===== src/rtl/fetch_pkg.sv =====
// fetch_pkg: shared widths, state encoding and queue entry type for the fetch unit
package fetch_pkg;
  localparam int PC_W = 64;
  localparam int INST_W = 32;
  typedef enum logic [1:0] {BOOT = 2'd0, FETCH = 2'd1, FLUSH = 2'd2} state_t;
  typedef struct packed {
    logic [PC_W-1:0] pc;
    logic [INST_W-1:0] inst;
  } fetch_entry_t;
endpackage


===== src/rtl/fetch_if.sv =====
// fetch_if: imem request/response channels plus the datapath instruction and redirect channels
interface fetch_if;
  import fetch_pkg::*;
  logic imem_req_valid;
  logic imem_req_ready;
  logic [PC_W-1:0] imem_addr;
  logic imem_rsp_valid;
  logic [INST_W-1:0] imem_rsp_data;
  logic inst_valid;
  logic inst_ready;
  logic [INST_W-1:0] inst;
  logic [PC_W-1:0] inst_pc;
  logic redirect;
  logic [PC_W-1:0] redirect_pc;
  modport master (
    output imem_req_valid, imem_addr, inst_valid, inst, inst_pc,
    input imem_req_ready, imem_rsp_valid, imem_rsp_data, inst_ready, redirect, redirect_pc
  );
  modport slave (
    input imem_req_valid, imem_addr, inst_valid, inst, inst_pc,
    output imem_req_ready, imem_rsp_valid, imem_rsp_data, inst_ready, redirect, redirect_pc
  );
endinterface


===== src/rtl/fetch_queue.sv =====
// fetch_queue: synchronous fall-through FIFO of {pc, inst} with flush; head reads as zero when empty
module fetch_queue
  import fetch_pkg::*;
#(
  parameter int DEPTH = 2
) (
  input  logic clk,
  input  logic rst,
  input  logic push,
  input  logic pop,
  input  logic flush,
  input  fetch_entry_t wdata,
  output fetch_entry_t rdata,
  output logic full,
  output logic empty,
  output logic [$clog2(DEPTH):0] count
);
  localparam int AW = $clog2(DEPTH);
  fetch_entry_t mem_q [DEPTH];
  logic [AW:0] wr_q, wr_d, rd_q, rd_d;
  always_comb begin
    empty = wr_q == rd_q;
    full = (wr_q ^ rd_q) == {1'b1, {AW{1'b0}}};
    count = wr_q - rd_q;
    rdata = empty ? '0 : mem_q[rd_q[AW-1:0]];
    wr_d = flush ? '0 : wr_q + (AW+1)'(push);
    rd_d = flush ? '0 : rd_q + (AW+1)'(pop && !empty);
  end
  always_ff @(posedge clk) begin
    if (rst) begin
      wr_q <= '0;
      rd_q <= '0;
    end else begin
      wr_q <= wr_d;
      rd_q <= rd_d;
    end
  end
  always_ff @(posedge clk) begin
    if (push && !flush) mem_q[wr_q[AW-1:0]] <= wdata;
  end
endmodule


===== src/rtl/fetch_unit.sv =====
// fetch_unit: PC, request credits, stale-response dropping and redirect FSM in front of fetch_queue
module fetch_unit
  import fetch_pkg::*;
#(
  parameter logic [PC_W-1:0] RESET_PC = 64'd10,
  parameter int QDEPTH = 2,
  parameter int MAX_OUT = 2
) (
  input logic clk,
  input logic rst,
  fetch_if.master bus
);
  localparam int CW = $clog2(QDEPTH) + 1;
  state_t state_q, state_d;
  logic [PC_W-1:0] fetch_pc_q, fetch_pc_d, rsp_pc_q, rsp_pc_d;
  logic [CW-1:0] out_q, out_d, drop_q, drop_d, count;
  logic [CW:0] used;
  logic full, empty, acc, push, pop;
  fetch_entry_t wdata, rdata;
  always_comb begin
    pop = !empty && bus.inst_ready && !bus.redirect;
    // a head popped this edge frees its slot for a request issued in the same cycle
    used = (CW+1)'(count) - (CW+1)'(pop) + (CW+1)'(out_q);
    bus.imem_req_valid = state_q == FETCH && out_q < CW'(MAX_OUT) && used < (CW+1)'(QDEPTH) && !bus.redirect;
    bus.imem_addr = fetch_pc_q;
    acc = bus.imem_req_valid && bus.imem_req_ready;
    push = bus.imem_rsp_valid && drop_q == '0 && !bus.redirect;
    wdata = '{pc: rsp_pc_q, inst: bus.imem_rsp_data};
    bus.inst_valid = !empty;
    bus.inst = rdata.inst;
    bus.inst_pc = rdata.pc;
    out_d = out_q + CW'(acc) - CW'(bus.imem_rsp_valid);
    fetch_pc_d = bus.redirect ? bus.redirect_pc : fetch_pc_q + PC_W'(acc);
    rsp_pc_d = bus.redirect ? bus.redirect_pc : rsp_pc_q + PC_W'(push);
    drop_d = bus.redirect ? out_d : drop_q - CW'(bus.imem_rsp_valid && drop_q != '0);
    state_d = state_q == BOOT  ? FETCH :
              state_q == FETCH ? (bus.redirect && out_d != '0 ? FLUSH : FETCH) :
              (!bus.redirect && drop_d == '0 ? FETCH : FLUSH);
  end
  always_ff @(posedge clk) begin
    if (rst) begin
      state_q <= BOOT;
      fetch_pc_q <= RESET_PC;
      rsp_pc_q <= RESET_PC;
      out_q <= '0;
      drop_q <= '0;
    end else begin
      state_q <= state_d;
      fetch_pc_q <= fetch_pc_d;
      rsp_pc_q <= rsp_pc_d;
      out_q <= out_d;
      drop_q <= drop_d;
    end
  end
  fetch_queue #(.DEPTH(QDEPTH)) u_queue (
    .clk(clk),
    .rst(rst),
    .push(push),
    .pop(pop),
    .flush(bus.redirect),
    .wdata(wdata),
    .rdata(rdata),
    .full(full),
    .empty(empty),
    .count(count)
  );
  assert property (@(posedge clk) disable iff (rst) !(push && full));
endmodule


===== src/flat_wrapper.sv =====
// flat-port wrapper written by rule: the top's interface ports become plain ports
module fetch_unit_flat import fetch_pkg::*;
#(
  parameter logic [PC_W-1:0] RESET_PC = 64'd10,
  parameter int QDEPTH = 2,
  parameter int MAX_OUT = 2
)
  (clk, rst, bus_imem_req_valid, bus_imem_addr, bus_inst_valid, bus_inst, bus_inst_pc, bus_imem_req_ready, bus_imem_rsp_valid, bus_imem_rsp_data, bus_inst_ready, bus_redirect, bus_redirect_pc);
  fetch_if bus_i ();
  input logic clk;
  input logic rst;
  output wire logic [$bits(bus_i.imem_req_valid)-1:0] bus_imem_req_valid;
  output wire logic [$bits(bus_i.imem_addr)-1:0] bus_imem_addr;
  output wire logic [$bits(bus_i.inst_valid)-1:0] bus_inst_valid;
  output wire logic [$bits(bus_i.inst)-1:0] bus_inst;
  output wire logic [$bits(bus_i.inst_pc)-1:0] bus_inst_pc;
  input wire logic [$bits(bus_i.imem_req_ready)-1:0] bus_imem_req_ready;
  input wire logic [$bits(bus_i.imem_rsp_valid)-1:0] bus_imem_rsp_valid;
  input wire logic [$bits(bus_i.imem_rsp_data)-1:0] bus_imem_rsp_data;
  input wire logic [$bits(bus_i.inst_ready)-1:0] bus_inst_ready;
  input wire logic [$bits(bus_i.redirect)-1:0] bus_redirect;
  input wire logic [$bits(bus_i.redirect_pc)-1:0] bus_redirect_pc;
  assign bus_imem_req_valid = bus_i.imem_req_valid;
  assign bus_imem_addr = bus_i.imem_addr;
  assign bus_inst_valid = bus_i.inst_valid;
  assign bus_inst = bus_i.inst;
  assign bus_inst_pc = bus_i.inst_pc;
  assign bus_i.imem_req_ready = bus_imem_req_ready;
  assign bus_i.imem_rsp_valid = bus_imem_rsp_valid;
  assign bus_i.imem_rsp_data = bus_imem_rsp_data;
  assign bus_i.inst_ready = bus_inst_ready;
  assign bus_i.redirect = bus_redirect;
  assign bus_i.redirect_pc = bus_redirect_pc;
  fetch_unit #(.RESET_PC(RESET_PC), .QDEPTH(QDEPTH), .MAX_OUT(MAX_OUT)) u_core (.clk(clk), .rst(rst), .bus(bus_i));
endmodule

===== config.mk =====
export PLATFORM = sky130hd
export DESIGN_NAME = fetch_unit_flat
export DESIGN_NICKNAME = d
export VERILOG_FILES = /design/src/rtl/fetch_pkg.sv /design/src/rtl/fetch_if.sv /design/src/rtl/fetch_queue.sv /design/src/rtl/fetch_unit.sv /design/src/flat_wrapper.sv
export SDC_FILE = /design/constraint.sdc
export NUM_CORES = 1
export LEC_CHECK = 0
export CAP_MARGIN = 25
export CORE_MARGIN = 2
export CORE_UTILIZATION = 59
export CTS_BUF_LIST = sky130_fd_sc_hd__clkbuf_8
export DETAILED_ROUTE_END_ITERATION = 10
export PLACE_DENSITY_LB_ADDON = 0.2
export SETUP_SLACK_MARGIN = 0.15
export SLEW_MARGIN = 5
export SYNTH_ARGS = -nofsm -noshare
export SYNTH_HDL_FRONTEND = slang
export SYNTH_SLANG_ARGS = --single-unit

===== constraint.sdc =====
create_clock -name clk -period 16.7 [get_ports clk]
set_input_delay 4.175 -clock clk [delete_from_list [all_inputs] [get_ports clk]]
set_output_delay 4.175 -clock clk [all_outputs]
set_load 0.005 [all_outputs]

==> results of run 1 <==
[worst max-delay path: stages]
cell and delay, ns:
buf_4 0.43, inv_2 0.07, and3_1 0.18, ha_1 0.25, or2_2 0.30, fa_1 0.49, nand4_1 0.09, nor3_1 0.24
clkdlybuf4s50_1 0.57
[registers in the layout, summed over array words and instances, names as in the netlist]
register and flops:
u_core.u_queue.wr_q 2, u_core.state_q 2, u_core.out_q 2, u_core.drop_q 2, u_core.rsp_pc_q 64, u_core.bus.imem_addr 64
u_core.u_queue.mem_q 192, u_core.u_queue.rd_q 2
[per-stage QoR]
stage | hold WS [ns] | instances | worst slack [ns] | total power [W]
4_1_cts | 0.4672 | 2020 | 5.740 | 0.001759
3_3_place_gp | 0.4425 | 1926 | 5.781 | 0.001130
3_5_place_dp | 0.4530 | 1926 | 5.753 | 0.001138
2_1_floorplan | 0.4237 | 1397 | 6.062 | 0.001042
5_1_grt | 0.4863 | 2024 | 5.553 | 0.001818
6_report | 0.4698 | 2024 | 5.730 | 0.001752
[worst paths after layout]
path,from,cells past startpoint,endpoint
setup / recovery,bus_redirect,9,bus_imem_req_valid
hold / removal,u_core.rsp_pc_q[0],0,u_core.u_queue.mem_q[0][32]
setup reg to reg,u_core.u_queue.rd_q[0],17,u_core.bus.imem_addr[37]
hold reg to reg,u_core.rsp_pc_q[0],0,u_core.u_queue.mem_q[0][32]
[routing by layer]
| layer | up-vias | GRT usage | wire length (um) |
|---|---|---|---|
| met5 | - | 0 | 0 |
| met3 | 85 | 0.07121 | 3824 |
| met4 | 0 | 0.09809 | 1026 |
| met1 | 5800 | 0.3880 | 16250 |
| met2 | 599 | 0.4603 | 18420 |
| li1 | 5703 | - | - |
[layout by cell type, fill, tap and decap left out, types with 3 or more instances in the layout]
cell type,instances
nor3_1,47
nand2_1,66
xnor2_1,26
dfxtp_1,137
or2_2,5
or3_1,7
clkbuf_8,60
clkinv_2,6
and2_1,11
ha_1,11
mux2i_1,98
inv_1,99
o31ai_1,6
nor4_1,47
and3_1,19
and4_1,11
o21bai_1,5
o21a_1,19
nor2_1,144
a21boi_0,51
o311ai_0,5
xor2_1,36
edfxtp_1,192
o21ai_0,6
o31a_1,68
nand2b_1,5
a21oi_1,64
a31oi_1,3
nand4_1,48
clkinv_1,6
a211oi_1,14
nand3_1,58
clkdlybuf4s50_1,261
buf_4,12
[logic make-up (layout without fill, tap and decap cells)]
family,after synthesis,after routing,share of synthesized area
compound gates,255,255,0.1222
other cells,0,1,0
simple gates,483,483,0.1614
xor+xnor,63,63,0.03736
fa+ha+maj,14,14,0.01207
mux,99,99,0.06554
buf+inv,153,449,0.03810
flops,330,330,0.5634
[layout make-up]
class	instances	area (sq um)
inverter	78	292.8
tap	330	412.9
sequential	330	8532
timing repair buffer	277	2748
multi-input combinational	914	6067
fill	1735	6166
antenna	1	2.502
clock buffer	60	825.8
clock inverter	34	135.1
[power breakdown]
group	internal [W]	switching (W)	total [W]
clock	0.000325	0.000302	0.000627
sequential	0.000906	0.0000421	0.000948
combinational	0.0000944	0.0000818	0.000176
==> impl_metrics.csv, run 1 <==
group,metric,value,unit
power_and_ir_drop,power_density,92.13,nW/um^2
cts,cts_resized,0,
timing,relSlewSlack,0.3133,
placement,port_buffers,263,
cts,cts_buffer_depth,3,
flow_run,cap_violations,0,
critical_path,crit_arrival,6.79,ns
synthesis,synthCells,1397,
synthesis,synth_flop_cell,"edfxtp_1",
floorplan,die_w,164.2,um
hold_path,min_path_type,"reg -> reg",
synthesis,async_flop_share,0,
synthesis,yosysSeqAreaShare,0.5634,
drt,vias,12187,
final_layout,final_nets,1767,
floorplan,fp-row-count,58,
synthesis,netlist_top_cells_count,"192 x edfxtp_1, 144 x nor2_1, 138 x dfxtp_1",
timing,clock_skew,0.02015,ns
synthesis,yosys.area.top_type_share,0.3809,
cts,clk_latency,0.58,ns
final_layout,area_delta_synth_final,25.61,%
power_and_ir_drop,ir_drop,0.07255,mV
timing,finalCriticalPeriod,10.97,ns
cts,cts_buffers,50,
synthesis,synth_nets,1513,
critical_path,rrSetupSlack,11.07,ns
drt,drc,0,
synthesis,yosysMostFrequentCell,"edfxtp_1",
final_layout,fin_area,19020,sq um
global_route,grt_max_degree,101,
global_route,grt.total_usage,0.2889,
final_layout,drive_gt1_frac,0.05907,
critical_path,worst_setup_path_start_kind,"input port",
floorplan,initial_core_util,0.6012,
drt,dr.pass1.iters,7,
cts,clk_pin_slew,0.06,ns
timing,slew_violations,0,
placement,place_congestion,0.9163,
synthesis,syn_area_per_cell,10.84,sq um
cts,post_cts_buffers,0,
cts,cts_max_level,2,
synthesis,synthDistinctLibCells,55,
synthesis,synth-edff-count,192,
drt,drtIter0Drc,1043,
critical_path,crit_type,"in -> out",
floorplan,die-area,26960,sq um
timing,worstMarginPinSlew,1.030,ns
drt,wire_per_inst,19.53,um
critical_path,end_kind,"output pin",
cts,cts_tree,"built",
power_and_ir_drop,leakage,6.411,nW
drt,ant_nets,0,
cts,cts_root_buf,"clkbuf_8",
timing,hold_viol,0,
synthesis,synth_area_leader_cell,"edfxtp_1",
synthesis,synthesis.area,15140,sq um
drt,vias_per_cell,6.021,
timing,rsz0062_at_grt,"no",
global_route,antenna_found_initial,1,
timing,setup_viol,0,
drt,routed_wl,39520,um
timing,setup-tns-final,0,ns
global_route,grt_pass1_vias,11503,
global_route,grt_pass1_wl,60940,um
final_layout,fin_util,0.7551,
timing,fmaxAchievable,0.09116,GHz
synthesis,synth_seq_cells,330,
cts,clkSinkCount,330,
critical_path,cp.required,12.52,ns
floorplan,fp.dieH,164.2,um
global_route,grt_overflow,0,
outcome,status,"finished, final reports clean",
cts,ctsHoldBuffers,0,
floorplan,core,25180,sq um
synthesis,yosysWarnings,0,
floorplan,ios,264,
synthesis,synth_area_leaders,"edfxtp_1 38%, dfxtp_1 18%, mux2i_1 6.5%",
placement,post_dp_cell_area,18010,sq um
timing,fin_crit_sh,0.6569,
placement,place_hpwl,26840,um
critical_path,cp_max_fo,47,
No activity file was read; power rests on OpenSTA's default activity.
==> run 2, diff against run 1 <==
CORE_UTILIZATION = 50   (was 59)
clock period = 9.95 ns   (was 16.7 ns; I/O delays follow)
==> run 2 against run 1 <==
Design area rose by 0.57%. Via count shrank 0.93%. Wire length is 2.1% higher. Register-to-register slack worse by 7.2 ns. Global-route usage fell by 4.0 points. Worst setup slack worse by 3.4 ns. First-iteration DRC count down 2.9%. Worst hold slack got worse by 0.0014 ns. Core utilization is 11 points lower. Critical path depth unchanged. Critical path type unchanged. Highest routed layer unchanged.
==> impl_metrics.csv, run 2 (same netlist as run 1, synthesis figures left out) <==
group,metric,value,unit
outcome,status,"finished, final reports clean",
power_and_ir_drop,ir_drop,0.07711,mV
drt,wire_per_inst,19.35,um
cts,clk_latency,0.58,ns
critical_path,crit_type,"in -> out",
drt,drtIter0Drc,1013,
drt,dr_wl_met2,18170,um
power_and_ir_drop,leakage,6.408,nW
critical_path,crit_arrival,5.09,ns
flow_run,cap_violations,0,
floorplan,ios,264,
critical_path,cp_max_fo,49,
final_layout,drive_gt1_frac,0.05841,
cts,cts_buffer_depth,3,
timing,setup_viol,0,
floorplan,fp.dieH,178,um
global_route,grt_pass1_vias,11330,
final_layout,fin_area,19120,sq um
drt,wirelength_met1,17460,um
timing,rsz0062_at_grt,"no",
timing,clock_skew,0.02104,ns
final_layout,fill_cells,2391,
cts,cts_tree,"built",
critical_path,worst_setup_path_start_kind,"input port",
floorplan,fp-row-count,63,
timing,relSlewSlack,0.2770,
critical_path,cp.buffers_inverters,3,
timing,hold_viol,0,
floorplan,initial_core_util,0.5094,
critical_path,slowest_delay,0.56,ns
global_route,antenna_found_initial,0,
critical_path,crit_chain,"buf_4 -> inv_2 -> and3_1 -> ha_1 -> or2_2 -> fa_1 -> nand4_1 -> nor3_1 -> clkdlybuf4s50_1",
timing,hold_ws,0.4684,ns
drt,ant_nets,0,
floorplan,core,29720,sq um
final_layout,diodes,0,
critical_path,cp.required,7.46,ns
global_route,grt_overflow,0,
final_layout,seq_area,8532,sq um
global_route,grt.total_usage,0.2484,
drt,met3RoutedLength,3685,um
drt,vias_per_cell,5.791,
final_layout,final_nets,1769,
placement,place_congestion,0.8818,
drt,dr.pass1.iters,5,
floorplan,die-area,31680,sq um
final_layout,layout_commonest_cell,"clkdlybuf4s50_1",
drt,drc,0,
hold_path,min_path_type,"reg -> reg",
critical_path,end_kind,"output pin",
cts,cts_max_level,2,
global_route,grt_max_degree,99,
timing,fin_crit_sh,0.7619,
cts,cts_buffers,51,
final_layout,largest_register_ffs,192,
timing,fmaxAchievable,0.1319,GHz
final_layout,area_delta_synth_final,26.32,%
placement,port_buffers,263,
timing,setup-tns-final,0,ns
final_layout,multi_input_area,6067,sq um
global_route,grt_pass1_wl,61600,um
placement,place_hpwl,27730,um
critical_path,cp_top_family,"buffers and inverters",
cts,ctsHoldBuffers,0,
cts,cts_root_buf,"clkbuf_8",
timing,worstMarginPinSlew,1.069,ns
placement,post_dp_cell_area,18090,sq um
timing,slew_violations,0,
drt,routed_wl,40350,um
cts,post_cts_buffers,0,
drt,highest_layer,"met4",
critical_path,cpMaxStageDelayCell,"clkdlybuf4s50_1",
power_and_ir_drop,power_density,154.4,nW/um^2
drt,vias,12074,
cts,cts_resized,0,
final_layout,final_cell_mix,"261 x clkdlybuf4s50_1, 192 x edfxtp_1, 144 x nor2_1",
cts,clkSinkCount,330,
cts,clk_pin_slew,0.06,ns
floorplan,die_w,178,um
timing,finalCriticalPeriod,7.581,ns
## run 2: cell types whose count changed in the layout (fill, tap and decap cells not counted), sizes merged
cell    change
clkbuf      -4
clkinv      +6
bufinv      +1
inv         -3
diode       -1
buf         +2
## run 2: worst register-to-register path, stage by stage, from the launching register on
cell	delay, ns
dfxtp_4	0.66
buf_16	0.30
ha_1	0.19
and2_4	0.45
buf_12	0.32
inv_1	0.10
and3_1	0.19
ha_1	0.26
or2_2	0.30
fa_1	0.48
nand4_1	0.09
nor3_1	0.23
and2_1	0.19
ha_1	0.26
nand4_1	0.28
nor3_2	0.18
buf_4	0.21
nand4_1	0.57
o31a_1	0.51
o31a_1	0.24
## run 2: report_power, final
part	leakage, nW	internal (W)	switching, W
Sequential	2.92	0.00152	0.0000701
Clock	0.567	0.000550	0.000514
Combinational	2.92	0.000158	0.000140
Total	6.41	0.00223	0.000724
## run 2: final cells by class
class / instances / share of cell area
Inverter: 78 / 0.01531
Clock inverter: 38 / 0.009225
Clock buffer: 57 / 0.04102
Timing Repair Buffer: 278 / 0.1455
Sequential cell: 330 / 0.4462
Tap cell: 390 / 0.02552
Multi-Input combinational cell: 914 / 0.3173
## run 2: routing by layer
metal  track usage  up-vias
met5             0        -
met1        0.3431     5804
li1              -     5708
met4       0.07855        0
met2        0.3844      493
met3       0.06330       69
## run 2: metrics by stage
stage / instances / setup slack [ns] / total power, W / util
floorplan: 1397 / 2.687 / 0.001749 / -
global placement: 1986 / 2.407 / 0.001903 / 0.6086
detailed placement: 1986 / 2.377 / 0.001914 / 0.6086
CTS: 2081 / 2.255 / 0.002974 / 0.6410
global route: 2085 / 2.207 / 0.003074 / 0.6435
finish: 2085 / 2.369 / 0.002953 / 0.6435
## run 2: worst paths after layout
path                                from                          end  cells past startpoint  slack [ns]
setup / recovery            bus_redirect           bus_imem_req_valid                      9        2.37
hold / removal        u_core.rsp_pc_q[0]  u_core.u_queue.mem_q[0][32]                      0        0.47
setup reg to reg  u_core.u_queue.rd_q[0]     u_core.bus.imem_addr[59]                     19        3.83
hold reg to reg       u_core.rsp_pc_q[0]  u_core.u_queue.mem_q[0][32]                      0        0.47
==> run 3, diff against run 2 <==
clock period = 6.5 ns   (was 9.95 ns; I/O delays follow)
==> run 3 against run 2 <==
Wire length up 0.19%. Core utilization grew 0.42 points. Worst hold slack better by 0.0045 ns. Critical path depth down 1. Sequential share of layout area shrank 0.29 points. Clock power rose by 68%. Critical endpoint unchanged. Largest power group unchanged. Highest routed layer unchanged.
==> impl_metrics.csv, run 3 (same netlist as run 1, synthesis figures left out) <==
group,metric,value,unit
placement,place_hpwl,28110,um
floorplan,fp.dieH,178,um
critical_path,cp_max_fo,2,
timing,worstMarginPinSlew,1.008,ns
cts,clkSinkCount,330,
power_and_ir_drop,power_density,242.9,nW/um^2
final_layout,largest_register_ffs,192,
power_and_ir_drop,clock_power_share,0.381,
floorplan,fp-row-count,63,
power_and_ir_drop,power_frac_comb,0.098,
placement,place_congestion,0.8747,
placement,post_dp_cell_area,18160,sq um
hold_path,min_path_type,"reg -> reg",
timing,fmaxAchievable,0.1726,GHz
cts,cts_resized,0,
hold_path,hp-start,"u_core.rsp_pc_q[0]",
cts,cts_buffers,53,
critical_path,slowest_delay,0.56,ns
final_layout,final_cell_mix,"261 x clkdlybuf4s50_1, 192 x edfxtp_1, 144 x nor2_1",
drt,routed_wl,40430,um
cts,post_cts_buffers,0,
timing,relSlewSlack,0.3242,
global_route,grt_pass1_wl,61290,um
cts,cts_max_level,2,
flow_run,cap_violations,0,
drt,vias_per_cell,5.751,
placement,port_buffers,263,
floorplan,die_w,178,um
timing,clock_skew,0.01548,ns
cts,ctsHoldBuffers,0,
hold_path,worstHoldEndpoint,"u_core.u_queue.mem_q[0][32]",
outcome,status,"finished, final reports clean",
timing,hold_viol,0,
critical_path,crit_arrival,4.17,ns
critical_path,r2r_cells,19,
cts,cts_root_buf,"clkbuf_8",
final_layout,fin_area,19250,sq um
critical_path,cp.required,4.88,ns
power_and_ir_drop,ir_drop,0.1470,mV
global_route,antenna_found_initial,2,
critical_path,timing.rr.start,"u_core.u_queue.wr_q[0]",
timing,finalCriticalPeriod,5.794,ns
timing,setup-tns-final,0,ns
timing,rsz0062_at_grt,"no",
drt,drc,0,
critical_path,end_kind,"output pin",
cts,cts_buffer_depth,3,
cts,cts_tree,"built",
hold_path,hold_depth,0,
timing,slew_violations,0,
floorplan,die-area,31680,sq um
critical_path,rrSetupSlack,1.62,ns
power_and_ir_drop,p_switching,0.001132,W
power_and_ir_drop,internal-power,0.003544,W
timing,fin_crit_sh,0.8914,
global_route,grt_pass1_vias,11382,
critical_path,worst_setup_path_start_kind,"input port",
critical_path,crit_chain,"clkdlybuf4s50_1 -> and3_1 -> ha_1 -> or2_2 -> fa_1 -> nand4_1 -> nor3_1 -> clkdlybuf4s50_1",
critical_path,crit_type,"in -> out",
final_layout,final_nets,1775,
power_and_ir_drop,leakage,6.475,nW
final_layout,drive_gt1_frac,0.06749,
critical_path,crit_top_cell,"clkdlybuf4s50_1",
global_route,grt_overflow,0,
global_route,grt_max_degree,97,
drt,wire_per_inst,19.29,um
final_layout,area_delta_synth_final,27.15,%
power_and_ir_drop,p_seq_frac,0.520,
floorplan,initial_core_util,0.5094,
power_and_ir_drop,switching_share,0.2420,
cts,clk_pin_slew,0.06,ns
timing,setup_viol,0,
critical_path,r2r-end,"u_core.bus.imem_addr[40]",
final_layout,layout_commonest_cell,"clkdlybuf4s50_1",
final_layout,fin_util,0.6477,
drt,vias,12054,
floorplan,ios,264,
global_route,grt.total_usage,0.2478,
floorplan,core,29720,sq um
drt,drtIter0Drc,925,
cts,clk_latency,0.58,ns
critical_path,cpMaxStageDelayCell,"clkdlybuf4s50_1",
drt,ant_nets,0,
drt,dr.pass1.iters,5,
[run 3: cell types whose count changed in the layout (fill, tap and decap cells not counted), sizes merged]
cell      before  now
clkbuf        58   64
buf           16   21
clkinv        18   16
diode          0    2
inv           97   95
bufinv         1    2
clkinvlp       0    1
[run 3: critical path, delay by kind of cell]
family                   cells  cell delay [ns]
buffers and inverters        2             1.04
AND/OR/NAND/NOR              4             0.80
adder cells (fa/ha/maj)      2             0.71
[run 3: worst max-delay path by stage]
stage / endpoint / from / depth (start not counted) / slack, ns
final: bus_imem_req_valid / bus_inst_ready / 8 / 0.71
after global routing: bus_imem_req_valid / bus_inst_ready / 8 / 0.55
after CTS: bus_imem_req_valid / bus_inst_ready / 8 / 0.71
after detailed placement: u_core.bus.imem_addr[40] / bus_inst_ready / 16 / 0.59
after global placement: u_core.bus.imem_addr[40] / bus_inst_ready / 16 / 0.70
after floorplan: u_core.bus.imem_addr[54] / bus_redirect / 19 / 0.54
[run 3: power groups by stage]
stage	logic, W	registers [W]	clock network, W
after CTS	0.000463	0.00243	0.00182
final	0.000460	0.00243	0.00178
after detailed placement	0.000459	0.00247	0
after global placement	0.000450	0.00247	0
after floorplan	0.000230	0.00245	0
after global routing	0.000503	0.00245	0.00191
[run 3: cell type report]
type	count	area (sq um)
fillers	2390	10470
flip-flops and latches	330	8532
multi-input cells	914	6067
repair buffers	282	2780
clock buffers	64	880.8
well taps	390	488.0
inverters	78	292.8
clock inverters	36	202.7
diodes	2	5.005
[run 3: per-layer routing]
metal	vias to the layer above	GRT usage	share of wire	wire length (um)
met2	527	0.3852	0.45	18250
met1	5743	0.3407	0.43	17460
met3	67	0.06287	0.094	3803
met5	-	0	0	0
met4	0	0.07855	0.023	920
li1	5717	-	-	-
[run 3: stage by stage]
stage,setup slack (ns),power (W),std cells,hold slack (ns)
after detailed placement,0.5901,0.002933,1994,0.4542
after global routing,0.5511,0.004861,2096,0.4906
after CTS,0.7093,0.004710,2094,0.4692
after global placement,0.6960,0.002917,1994,0.4505
final,0.7060,0.004676,2096,0.4729
after floorplan,0.5440,0.002677,1397,0.4237
